===== src/rtl/corr_stream.sv =====
// rtl/corr_stream.sv - parametrised streaming sliding-window correlator with threshold hit
// Window/fill stage, registered products, registered adder-tree sum; 2-cycle latency, no backpressure.
module corr_stream #(
    parameter int DW   = 8,
    parameter int CW   = 8,
    parameter int TAPS = 4,
    parameter int AW   = $clog2(TAPS),
    parameter int OW   = DW + CW + $clog2(TAPS)
) (
    input  logic          clk,
    input  logic          rst_n,
    input  logic          clear,
    input  logic          coef_we,
    input  logic [AW-1:0] coef_addr,
    input  logic [CW-1:0] coef_wdata,
    input  logic          in_valid,
    input  logic [DW-1:0] in_data,
    input  logic [OW-1:0] thresh,
    output logic          out_valid,
    output logic [OW-1:0] out_data,
    output logic          hit
);
    localparam int PW = DW + CW;
    localparam int NW = $clog2(TAPS + 1);

    logic [DW-1:0] x_q    [TAPS];
    logic [DW-1:0] x_d    [TAPS];
    logic [CW-1:0] c_q    [TAPS];
    logic [CW-1:0] c_d    [TAPS];
    logic [PW-1:0] prod_q [TAPS];
    logic [PW-1:0] prod_d [TAPS];
    logic [NW-1:0] fill_q, fill_d;
    logic          acc_q, acc_d;
    logic          v1_q, v1_d;
    logic          out_valid_q, out_valid_d;
    logic          hit_q, hit_d;
    logic [OW-1:0] out_data_q, out_data_d;
    logic [OW-1:0] sum;

    // Window, fill count and coefficient bank; acc_d flags an accepted sample that completes the window.
    always_comb begin
        x_d    = x_q;
        c_d    = c_q;
        fill_d = fill_q;
        acc_d  = 1'b0;
        for (int k = 0; k < TAPS; k++) begin
            if (coef_we && (coef_addr == AW'(k))) begin
                c_d[k] = coef_wdata;
            end
        end
        if (clear) begin
            for (int k = 0; k < TAPS; k++) begin
                x_d[k] = '0;
            end
            fill_d = '0;
        end else if (in_valid) begin
            x_d[0] = in_data;
            for (int k = 1; k < TAPS; k++) begin
                x_d[k] = x_q[k-1];
            end
            if (fill_q != NW'(TAPS)) begin
                fill_d = fill_q + NW'(1);
            end
            acc_d = (fill_q >= NW'(TAPS - 1));
        end
    end

    // Products use the coefficient bank as it stands after the acceptance edge.
    always_comb begin
        for (int k = 0; k < TAPS; k++) begin
            prod_d[k] = PW'(x_q[k]) * PW'(c_q[k]);
        end
        v1_d = acc_q && !clear;
    end

    always_comb begin
        sum = '0;
        for (int k = 0; k < TAPS; k++) begin
            sum = sum + OW'(prod_q[k]);
        end
        out_valid_d = v1_q && !clear;
        out_data_d  = out_valid_d ? sum : out_data_q;
        hit_d       = out_valid_d && (sum >= thresh);
    end

    always_ff @(posedge clk or negedge rst_n) begin
        if (!rst_n) begin
            for (int k = 0; k < TAPS; k++) begin
                x_q[k]    <= '0;
                c_q[k]    <= CW'(1);
                prod_q[k] <= '0;
            end
            fill_q      <= '0;
            acc_q       <= 1'b0;
            v1_q        <= 1'b0;
            out_valid_q <= 1'b0;
            out_data_q  <= '0;
            hit_q       <= 1'b0;
        end else begin
            x_q         <= x_d;
            c_q         <= c_d;
            prod_q      <= prod_d;
            fill_q      <= fill_d;
            acc_q       <= acc_d;
            v1_q        <= v1_d;
            out_valid_q <= out_valid_d;
            out_data_q  <= out_data_d;
            hit_q       <= hit_d;
        end
    end

    assign out_valid = out_valid_q;
    assign out_data  = out_data_q;
    assign hit       = hit_q;

endmodule


===== config.mk =====
export PLATFORM = sky130hd
export DESIGN_NAME = corr_stream
export DESIGN_NICKNAME = d
export VERILOG_FILES = /design/src/rtl/corr_stream.sv
export SDC_FILE = /design/constraint.sdc
export NUM_CORES = 1
export LEC_CHECK = 0
export CAP_MARGIN = 20
export CORE_ASPECT_RATIO = 1.25
export CORE_MARGIN = 3
export CORE_UTILIZATION = 35
export DETAILED_ROUTE_END_ITERATION = 6
export GPL_TIMING_DRIVEN = 1
export PLACE_DENSITY = 0.63
export SETUP_SLACK_MARGIN = 0.05
export SLEW_MARGIN = 20
export SYNTH_ARGS = -nofsm -noshare
export SYNTH_HDL_FRONTEND = slang
export SYNTH_SLANG_ARGS = --single-unit

===== constraint.sdc =====
create_clock -name clk -period 8.2 [get_ports clk]
set_input_delay 0.82 -clock clk [delete_from_list [all_inputs] [get_ports clk]]
set_output_delay 0.82 -clock clk [all_outputs]
set_load 0.005 [all_outputs]

==> summary.md, run 1 <==
| Metric | Value |
|---|---|
| First-pass DRT Iterations | `5` |
| CTS tree | `yes` |
| GRT overflow | `0` |
| Max layer used | `met4` |
| Antenna-violating nets left | `0` |
| Clk pwr share | `29.6%` |
| Type of the worst setup path | `flip-flop to flip-flop` |
| H-tree levels | `4` |
| Fin Setup TNS | `0 ns` |
| Cell internal pwr | `roughly 0.0017 W` |
| Synth top area share | `approximately a quarter` |
| Die H | `about 240 um` |
| Ys async rst share | `100.0%` |
| Predominant post-synthesis flop cell | `dfrtp_1` |
| Num Clock Sinks | `153` |
| Final Max Tran Viols | `0` |
| Max-slew headroom | `between 30% and 40%` |
| CTS Root Cell | `clkbuf_16` |
| Setup violators final | `0` |
| P_leak | `8.949 nW` |
| Yosys cell types | `66` |
| Critical Path RT | `about 8.6 ns` |
| DP HPWL | `between 20 and 30 mm` |
| Tmin final | `4.425 ns` |
| Die area | `46800 um2` |
| Flops & latches, synth | `153` |
| Crit path max fanout | `10` |
| Clk_skew | `between 0.015 and 0.02 ns` |
| GPL Wtd Cong | `between 0.8 and 0.9` |
| Vias | `10617` |
| Initial drt markers | `530` |
| Sw power | `about 0.0010 W` |
| DP Area | `between 15000 and 20000 um2` |
| Chip width | `roughly 190 um` |
| I/O pin cnt | `61` |
| Number of global-route vias before repair | `about 11000` |
| Area contributors post-synth | `dfrtp_1, fa_1, ha_1` |
| Most frequent cells in the layout | `inv_1, ha_1, fa_1` |
| Worst Hold Class | `primary input to async pin` |
| GRT Total Usage | `15.80%` |
| Port buffer count | `60` |
| Least-Margin Pin Slew | `approximately 0.96 ns` |
| M1 WL | `roughly 15 mm` |
| Sequential Power Share | `about 36%` |
| Number of enable flip-flop cells after synthesis | `0` |
| Total wire length | `about 35 mm` |
| Post-synthesis sequential area ratio | `24.77%` |
| Layout cells sized above 1 | `under 10%` |
| Finished Cell Area | `approximately 17000 um2` |
| Most common cell after layout, fill and taps aside | `inv_1` |
| Initial Util | `between 30% and 40%` |
| Fmax achieved | `226.0 MHz` |
| Max Cap Violations | `0` |
| Total CTS buffers | `17` |
| Dominant cell type by area after synthesis | `dfrtp_1` |
| VDD IR-drop max | `between 0.1 and 0.15 mV` |
| Metal2 WL | `around 18 mm` |
| Synth-to-layout area growth | `11.28%` |
| Pin count of the biggest net entering global routing | `79` |
| Crit share post-route | `a little over half` |
| Final-report hold violation count | `0` |
| Unrepaired setup endpoints after global routing | `false` |
| Mapped Cells | `between 1500 and 2000` |
| Worst-Skew Late Latency | `0.44 ns` |
| Pwr Density | `around 160 nW/um2` |
| Clock Path Buffers | `2` |
| Initial antenna violation count | `1` |
| Vias per inst | `just under 5` |
| Fill count | `4301` |
| DRC Markers | `0` |
| Crit path DAT | `approximately 4.8 ns` |
| Worst Setup Start Kind | `flip-flop` |
| Mapped Area | `~15000 um2` |
| R2r setup slk | `approximately 3.8 ns` |
| Post-layout nets | `slightly above 2000` |
| Post-Syn Nets | `a little under 2000` |
| First-pass GRT wire length | `59.06 mm` |
| CTS hold repair buffers | `0` |
| Combinational power share | `a little over a third` |
| Post_cts resized | `0` |
| Syn. warnings | `0` |
| Sw frac | `~37%` |
| Critical path capture point type | `flip-flop` |
| Status | `finished, final reports clean` |
| Site Rows | `85` |
| Routed len/inst | `16.02 um` |
| Postcts setup bufs | `0` |
| Met3 wire len | `between 1 and 1.5 mm` |
| CTS clk-pin slew, worst paths | `~0.070 ns` |
| Core Area | `roughly 43000 um2` |
| Avg Cell Area, Syn | `9.802 um2` |
-- power groups by stage --
stage                     clock network (W)  logic [W]  registers, W
after floorplan                           0   0.000701      0.000914
after global placement                    0   0.000924      0.000989
after detailed placement                  0   0.000951      0.000992
after CTS                          0.000828   0.000962      0.000978
after global routing               0.000858    0.00109      0.000994
final                              0.000811   0.000951      0.000978
-- synthesized netlist by cell type (3+ instances only) --
| cell type | number |
|---|---|
| mux2i_1 | 33 |
| or3_1 | 4 |
| a21o_1 | 24 |
| xnor2_1 | 41 |
| nand2b_1 | 6 |
| nand3b_1 | 6 |
| inv_1 | 294 |
| nand3_1 | 12 |
| nand2_1 | 153 |
| a211oi_1 | 5 |
| nor3_1 | 9 |
| dfstp_2 | 4 |
| buf_2 | 4 |
| mux2_2 | 44 |
| and2_1 | 141 |
| fa_1 | 176 |
| ha_1 | 182 |
| nor2b_1 | 11 |
| clkbuf_1 | 40 |
| nor2_1 | 77 |
| a31oi_1 | 5 |
| o211ai_1 | 6 |
| nand4_1 | 5 |
| a221o_1 | 3 |
| o21bai_1 | 3 |
| a21oi_1 | 45 |
| o21ai_0 | 26 |
| dfrtp_1 | 149 |
| and3_1 | 7 |
| xor2_1 | 13 |
| o21a_1 | 8 |
-- layout make-up --
type,count,area (um2),share of cell area [%]
clock inverters,12,140.1,0.8137
diodes,1,2.502,0.01453
clock buffers,20,446.7,2.594
repair buffers,64,626.9,3.640
inverters,295,1107,6.429
flip-flops and latches,153,3834,22.26
well taps,565,706.9,4.105
multi-input cells,1085,10360,60.15
-- worst max-delay path: stages (launching register included) --
cell and delay (ns):
dfrtp_1 0.51, and2_1 0.23, fa_1 0.44, fa_1 0.49
inv_1 0.05, fa_1 0.53, inv_1 0.05, fa_1 0.43
ha_1 0.35, a21o_1 0.18, a21o_1 0.18, a221o_1 0.39
a21o_1 0.18, a21oi_1 0.19, xnor2_1 0.14
-- flip-flops by register name, summed over array words and instances, names as in the netlist --
| name | count |
|---|---|
| out_data | 18 |
| x_q | 32 |
| fill_q | 3 |
| prod_q | 64 |
| v1_q | 1 |
| c_q | 32 |
| acc_q | 1 |
| out_valid | 1 |
| hit | 1 |
-- kinds of logic (layout without fill, tap and decap cells) --
group / Yosys count / after routing / share of synthesized area [%]
AND/OR/NAND/NOR: 441 / 441 / 14.16
adder cells (fa/ha/maj): 358 / 358 / 37.48
buffers and inverters: 341 / 391 / 8.302
AO/OA/AOI/OAI: 155 / 155 / 6.896
flip-flops: 153 / 153 / 24.77
multiplexers: 77 / 77 / 5.336
XOR/XNOR: 54 / 54 / 3.056
other: 0 / 1 / 0
-- worst paths after layout --
| path | startpoint | endpoint | cells after the start |
|---|---|---|---|
| worst max-delay path | x_q[19]$_DFFE_PN0P_ | prod_q[44]$_DFF_PN0_ | 14 |
| worst min-delay path | rst_n | out_data[0]$_DFFE_PN0P_ | 1 |
| worst max register to register | x_q[19]$_DFFE_PN0P_ | prod_q[44]$_DFF_PN0_ | 14 |
| worst min register to register | acc_q$_DFF_PN0_ | v1_q$_DFF_PN0_ | 1 |
| max in group asynchronous | rst_n | x_q[31]$_DFFE_PN0P_ | 2 |
| min in group clk | acc_q$_DFF_PN0_ | v1_q$_DFF_PN0_ | 1 |
-- per-stage QoR --
| stage | utilization [%] | hold slack, ns | instances | power [W] | worst slack, ns |
|---|---|---|---|---|---|
| floorplan | - | 0.4385 | 1579 | 0.001615 | 4.042 |
| global placement | 38.33 | 0.4512 | 2162 | 0.001913 | 3.848 |
| detailed placement | 38.33 | 0.4502 | 2162 | 0.001943 | 3.780 |
| CTS | 39.69 | 0.4490 | 2194 | 0.002768 | 3.749 |
| global route | 39.69 | 0.4719 | 2194 | 0.002943 | 3.433 |
| finish | 39.69 | 0.4209 | 2195 | 0.002740 | 3.775 |
-- routing by layer --
layer  track usage [%]  up-vias
met5                 0        -
met4             4.332        0
met2             28.35      193
met1             20.02     5332
li1                  -     5058
met3             2.332       34
No activity file was read; power rests on OpenSTA's default activity.
==> run 2: changes to the inputs <==
clock period = 4.08 ns   (was 8.2 ns; I/O delays follow)
==> run 2 against run 1 <==
Net effect: the run now ends with setup timing left; cell count grew 8.4%; first-iteration DRC count grew 0.38%; clock skew shrank 0.0045 ns; register-to-register slack lost 3.8 ns; die area is the same; count of clock-buffer cells in the layout shrank 3; wire length grew 6.6%; largest cell class unchanged.
==> summary.md, run 2 (synthesis gave the netlist of run 1 again) <==
| Metric | Value |
|---|---|
| CTS Root Cell | `clkbuf_16` |
| Critical path depth | `15` |
| Crit path cell chain | `buf_6 > buf_6 > and2_4 > fa_2 > inv_2 > fa_1 > inv_2 > ha_4 > fa_1 > ha_1 > nor2b_4 > o31a_1 > or3_4 > a41oi_2 > xnor2_1` |
| Status | `finished, violations left` |
| VDD IR-drop max | `just under 0.3 mV` |
| Crit path DAT | `approximately 4.5 ns` |
| Total wire length | `37.48 mm` |
| Non-filler cells, final | `around 2400` |
| I/O pin cnt | `around 60` |
| Chip width | `roughly 190 um` |
| Met2 Use GR | `around 31%` |
| Fin Setup TNS | `-0.05071 ns` |
| Worst-Skew Late Latency | `about 0.46 ns` |
| Total CTS buffers | `17` |
| Layout cells sized above 1 | `22.49%` |
| GRT overflow | `0` |
| Fill count | `4090` |
| Setup violators final | `3` |
| Reg2reg path depth | `15` |
| Crit-path slowest cell | `fa_1` |
| Pwr Density | `a little over 300 nW/um2` |
| Final-report hold violation count | `0` |
| Antenna cells | `0` |
| Die area | `about 47000 um2` |
| Core Area | `around 43000 um2` |
| CTS hold repair buffers | `0` |
| CTS tree | `yes` |
| DP HPWL | `approximately 30 mm` |
| Site Rows | `85` |
| Final worst slack | `-0.02319 ns` |
| Tmin final | `approximately 4.1 ns` |
| Crit share post-route | `100.6%` |
| Crit path max fanout | `5` |
| Vias per inst | `~4.8` |
| Critical Path RT | `4.45 ns` |
| Antenna-violating nets left | `0` |
| Critical path capture point type | `flip-flop` |
| Worst Hold Class | `primary input to async pin` |
| Vias | `between 10000 and 15000` |
| Tot Pwr | `approximately 0.0059 W` |
| DRC Markers | `0` |
| Max stage delay on crit path | `between 0.4 and 0.5 ns` |
| GPL Wtd Cong | `about 0.91` |
| Routed len/inst | `roughly 16 um` |
| Final Max Tran Viols | `0` |
| P_leak | `around 10 nW` |
| Initial drt markers | `between 500 and 600` |
| Most common cell after layout, fill and taps aside | `inv_1` |
| Worst Setup Start Kind | `flip-flop` |
| Largest Register | `prod_q` |
| Largest regs | `prod_q x64, c_q x32, x_q x32` |
| First-pass GRT wire length | `between 60 and 70 mm` |
| Hold Slack | `~0.053 ns` |
| Least-Margin Pin Slew | `1.062 ns` |
| WP buf/inv | `4` |
| Met1 usage | `between 10% and 20%` |
| Failing checks | `setup timing` |
| Register area | `a little under 4000 um2` |
| Largest register FFs | `64` |
| Most used routing layer | `met2` |
| Type of the worst setup path | `flip-flop to flip-flop` |
| Inst Count DP | `between 2000 and 2500` |
| Met3 Track Usage GR | `around 2.7%` |
| Max Cap Violations | `0` |
| Most frequent cells in the layout | `inv_1, fa_1, ha_1` |
| Initial Util | `between 30% and 40%` |
| CTS clk-pin slew, worst paths | `approximately 0.070 ns` |
| Crit path max-delay family | `adder cells` |
| H-tree levels | `4` |
| Area of the multi-input gates | `10860 um2` |
| First-pass DRT Iterations | `5` |
| Number of global-route vias before repair | `about 12000` |
| Pin count of the biggest net entering global routing | `around 90` |
| GRT Total Usage | `16.34%` |
| Fmax achieved | `approximately 240 MHz` |
| Post-layout nets | `2200` |
| Clock Path Buffers | `2` |
| Clk_skew | `roughly 0.012 ns` |
| Synth-to-layout area growth | `24.81%` |
| Num Clock Sinks | `about 150` |
| Die H | `between 200 and 250 um` |
| Initial antenna violation count | `0` |
| Unrepaired setup endpoints after global routing | `true` |
| Port buffer count | `60` |
| Max-slew headroom | `roughly 30%` |
## run 2: final cells by class
type | count | share of cell area (%)
multi-input cells | 1085 | 56.24
flip-flops and latches | 153 | 19.98
repair buffers | 249 | 11.18
inverters | 295 | 5.732
well taps | 565 | 3.660
clock buffers | 17 | 2.202
clock inverters | 15 | 1.004
## run 2: where the power goes
group / switching, W / internal [W]
sequential: 0.000167 / 0.00171
clock: 0.000799 / 0.000837
combinational: 0.00126 / 0.00117
total: 0.00222 / 0.00372
## run 2: through the flow
stage	instance area [um2]	util (%)	setup slack (ns)
after floorplan	15520	-	0.01953
final	19320	44.52	-0.02319
after detailed placement	17630	40.64	-0.2577
after global placement	17630	40.64	-0.1669
after CTS	18780	43.28	-0.01659
after global routing	19320	44.52	-0.1882
## run 2: routing by layer
metal / up-vias / part of all wire (%)
met3: 52 / 3.0
met2: 203 / 53
met1: 5686 / 41
met4: 0 / 3.1
met5: - / 0
li1: 5435 / -
## run 2: worst register-to-register path: stages, from the launching register on
cell and delay [ns]:
dfrtp_1 0.41, buf_6 0.14, buf_6 0.12, and2_4 0.15, fa_2 0.37, inv_2 0.06
fa_1 0.42, inv_2 0.08, ha_4 0.20, fa_1 0.49, ha_1 0.34, nor2b_4 0.14
o31a_1 0.34, or3_4 0.41, a41oi_2 0.21, xnor2_1 0.14
## run 2: worst paths after layout
check / start / endpoint / slack [ns]
worst min-delay path: rst_n / out_data[0]$_DFFE_PN0P_ / 0.05
max in group asynchronous: rst_n / c_q[16]$_DFFE_PN1P_ / 3.01
worst min register to register: acc_q$_DFF_PN0_ / v1_q$_DFF_PN0_ / 0.47
worst max register to register: x_q[1]$_DFFE_PN0P_ / prod_q[13]$_DFF_PN0_ / -0.02
worst max-delay path: x_q[1]$_DFFE_PN0P_ / prod_q[13]$_DFF_PN0_ / -0.02
min in group clk: acc_q$_DFF_PN0_ / v1_q$_DFF_PN0_ / 0.47
## run 2: what timing repair did
| action | in CTS | in global routing |
|---|---|---|
| buffers inserted | 27 | 28 |
| endpoints found under the setup margin | 20 | 27 |
| endpoints found under the hold margin | 0 | 0 |
| resized for setup | 79 | 102 |
| pin swaps | 54 | 102 |
==> run 3: changes to the inputs <==
clock period = 4.1 ns   (was 4.08 ns; I/O delays follow)
==> run 3 against run 2 <==
Net effect: the run still ends with setup timing left; setup slack got worse by 0.034 ns; core utilization fell by 0.11 points; worst hold slack better by 0.016 ns; clock power is 2% lower; critical path depth fell by 2; fmax down 1.3%; critical path type unchanged; largest cell class unchanged.
==> summary.md, run 3 (synthesis gave the netlist of run 1 again) <==
| Metric | Value |
|---|---|
| Initial antenna violation count | `2` |
| Final-report hold violation count | `0` |
| Crit path DAT | `approximately 4.5 ns` |
| Fill count | `slightly above 4000` |
| Final worst slack | `-0.05702 ns` |
| Synth-to-layout area growth | `24.50%` |
| Total CTS buffers | `17` |
| Die area | `46800 um2` |
| Routed len/inst | `between 15 and 20 um` |
| Antenna cells | `0` |
| Initial Util | `about 36%` |
| R2r setup slk | `-0.06 ns` |
| Cell internal pwr | `between 0.003 and 0.004 W` |
| Initial drt markers | `546` |
| Sw power | `about 0.0022 W` |
| Worst Hold Class | `primary input to async pin` |
| Crit share post-route | `101.4%` |
| Unrepaired setup endpoints after global routing | `true` |
| Worst-Skew Late Latency | `0.47 ns` |
| Largest regs | `prod_q x64, c_q x32, x_q x32` |
| DP HPWL | `29.84 mm` |
| Vias | `between 10000 and 15000` |
| VDD IR-drop max | `between 0.3 and 0.4 mV` |
| Port buffer count | `60` |
| CTS hold repair buffers | `0` |
| Finished Cell Area | `about 19000 um2` |
| DRC Markers | `0` |
| H-tree levels | `4` |
| Critical path capture point type | `flip-flop` |
| First-pass GRT wire length | `between 60 and 70 mm` |
| Pin count of the biggest net entering global routing | `about 100` |
| Number of global-route vias before repair | `approximately 12000` |
| Most frequent cells in the layout | `inv_1, fa_1, ha_1` |
| DP Area | `approximately 18000 um2` |
| Chip width | `~190 um` |
| Fmax achieved | `about 240 MHz` |
| GRT overflow | `0` |
| Pwr Density | `304.8 nW/um2` |
| Sw frac | `between 30 and 40%` |
| Inst Count DP | `roughly 2300` |
| CTS clk-pin slew, worst paths | `roughly 0.070 ns` |
| Post-layout nets | `around 2200` |
| Critical Path RT | `around 4.5 ns` |
| Core Area | `between 40000 and 50000 um2` |
| Layout cells sized above 1 | `22.95%` |
| Sequential Power Share | `31.9%` |
| Non-filler cells, final | `roughly 2400` |
| CTS Root Cell | `clkbuf_16` |
| Most common cell after layout, fill and taps aside | `inv_1` |
| P_leak | `between 9 and 10 nW` |
| Crit path max fanout | `5` |
| Final Max Tran Viols | `0` |
| Failing checks | `setup timing` |
| Largest register FFs | `64` |
| Num Clock Sinks | `about 150` |
| I/O pin cnt | `61` |
| Clk_skew | `around 0.014 ns` |
| Max-slew headroom | `~28%` |
| GRT Total Usage | `between 10% and 20%` |
| Worst Setup Start Kind | `flip-flop` |
| Total wire length | `~37 mm` |
| Combinational power share | `40.8%` |
| Die H | `approximately 240 um` |
| Antenna-violating nets left | `0` |
| Clk pwr share | `27.3%` |
| CTS tree | `yes` |
| Type of the worst setup path | `flip-flop to flip-flop` |
| Largest Register | `prod_q` |
| Register area | `3860 um2` |
| Clock Path Buffers | `2` |
| Least-Margin Pin Slew | `~1.1 ns` |
| Max Cap Violations | `0` |
| Area of the multi-input gates | `between 10000 and 15000 um2` |
| Setup violators final | `3` |
| Status | `finished, violations left` |
| Tmin final | `a little over 4 ns` |
| Vias per inst | `4.736` |
| GPL Wtd Cong | `between 0.8 and 0.9` |
| Site Rows | `85` |
| First-pass DRT Iterations | `6` |
run 3: cell types whose count changed in the layout (fill, tap and decap cells not counted), sizes merged:
cell and change:
clkinvlp +1, buf -6, inv +3, clkinv -4
run 3: power groups by stage:
stage	Clock, W	Sequential (W)	Combinational (W)
after floorplan	0	0.00183	0.00141
after global placement	0	0.00189	0.00210
after detailed placement	0	0.00190	0.00214
after CTS	0.00164	0.00187	0.00221
after global routing	0.00170	0.00190	0.00271
final	0.00160	0.00188	0.00240
run 3: critical path, cell delays in order (launching register included):
cell     delay (ns)
dfrtp_2        0.43
buf_6          0.14
nand2_4        0.05
fa_1           0.50
fa_1           0.56
inv_2          0.04
fa_1           0.52
fa_1           0.43
ha_2           0.21
or3_4          0.38
or3_4          0.37
nand4_1        0.14
a311o_1        0.20
xnor2_1        0.07
run 3: worst paths after layout:
path | startpoint | end | cells past startpoint
max | c_q[13]$_DFFE_PN0P_ | prod_q[31]$_DFF_PN0_ | 13
min | rst_n | prod_q[6]$_DFF_PN0_ | 1
max reg2reg | c_q[13]$_DFFE_PN0P_ | prod_q[31]$_DFF_PN0_ | 13
min reg2reg | acc_q$_DFF_PN0_ | v1_q$_DFF_PN0_ | 1
max in group asynchronous | rst_n | c_q[16]$_DFFE_PN1P_ | 2
min in group clk | acc_q$_DFF_PN0_ | v1_q$_DFF_PN0_ | 1
run 3: layout make-up:
cell class,count,area share [%]
Clock buffer,17,2.208
Inverter,295,5.746
Clock inverter,15,0.8831
Multi-Input combinational cell,1085,56.73
Tap cell,565,3.669
Sequential cell,153,20.03
Timing Repair Buffer,243,10.73
run 3: what timing repair did:
item                                    4_1_cts  5_1_grt
pin swaps                                    32      106
endpoints found under the setup margin       19       22
resized for setup                            41      141
setup buffers                                11       35
run 3: stage by stage:
step,power (W),utilization (%),TNS (ns),hold WS [ns],worst slack [ns]
after global routing,0.006312,44.41,-1.045,0.1471,-0.1897
after floorplan,0.003235,-,0,0.1144,0.03953
after global placement,0.003984,40.67,-0.1527,0.4458,-0.08000
final,0.005873,44.41,-0.07183,0.06924,-0.05702
after CTS,0.005723,42.58,-0.06180,0.09695,-0.06180
after detailed placement,0.004034,40.67,-0.6332,0.4604,-0.1029
run 3: routing by layer:
| layer | routed length, um | track usage, % | up-vias |
|---|---|---|---|
| li1 | - | - | 5417 |
| met1 | 15740 | 19.38 | 5544 |
| met2 | 18470 | 29.07 | 198 |
| met3 | 1212 | 2.751 | 80 |
| met4 | 1564 | 7.205 | 0 |
| met5 | 0 | 0 | - |
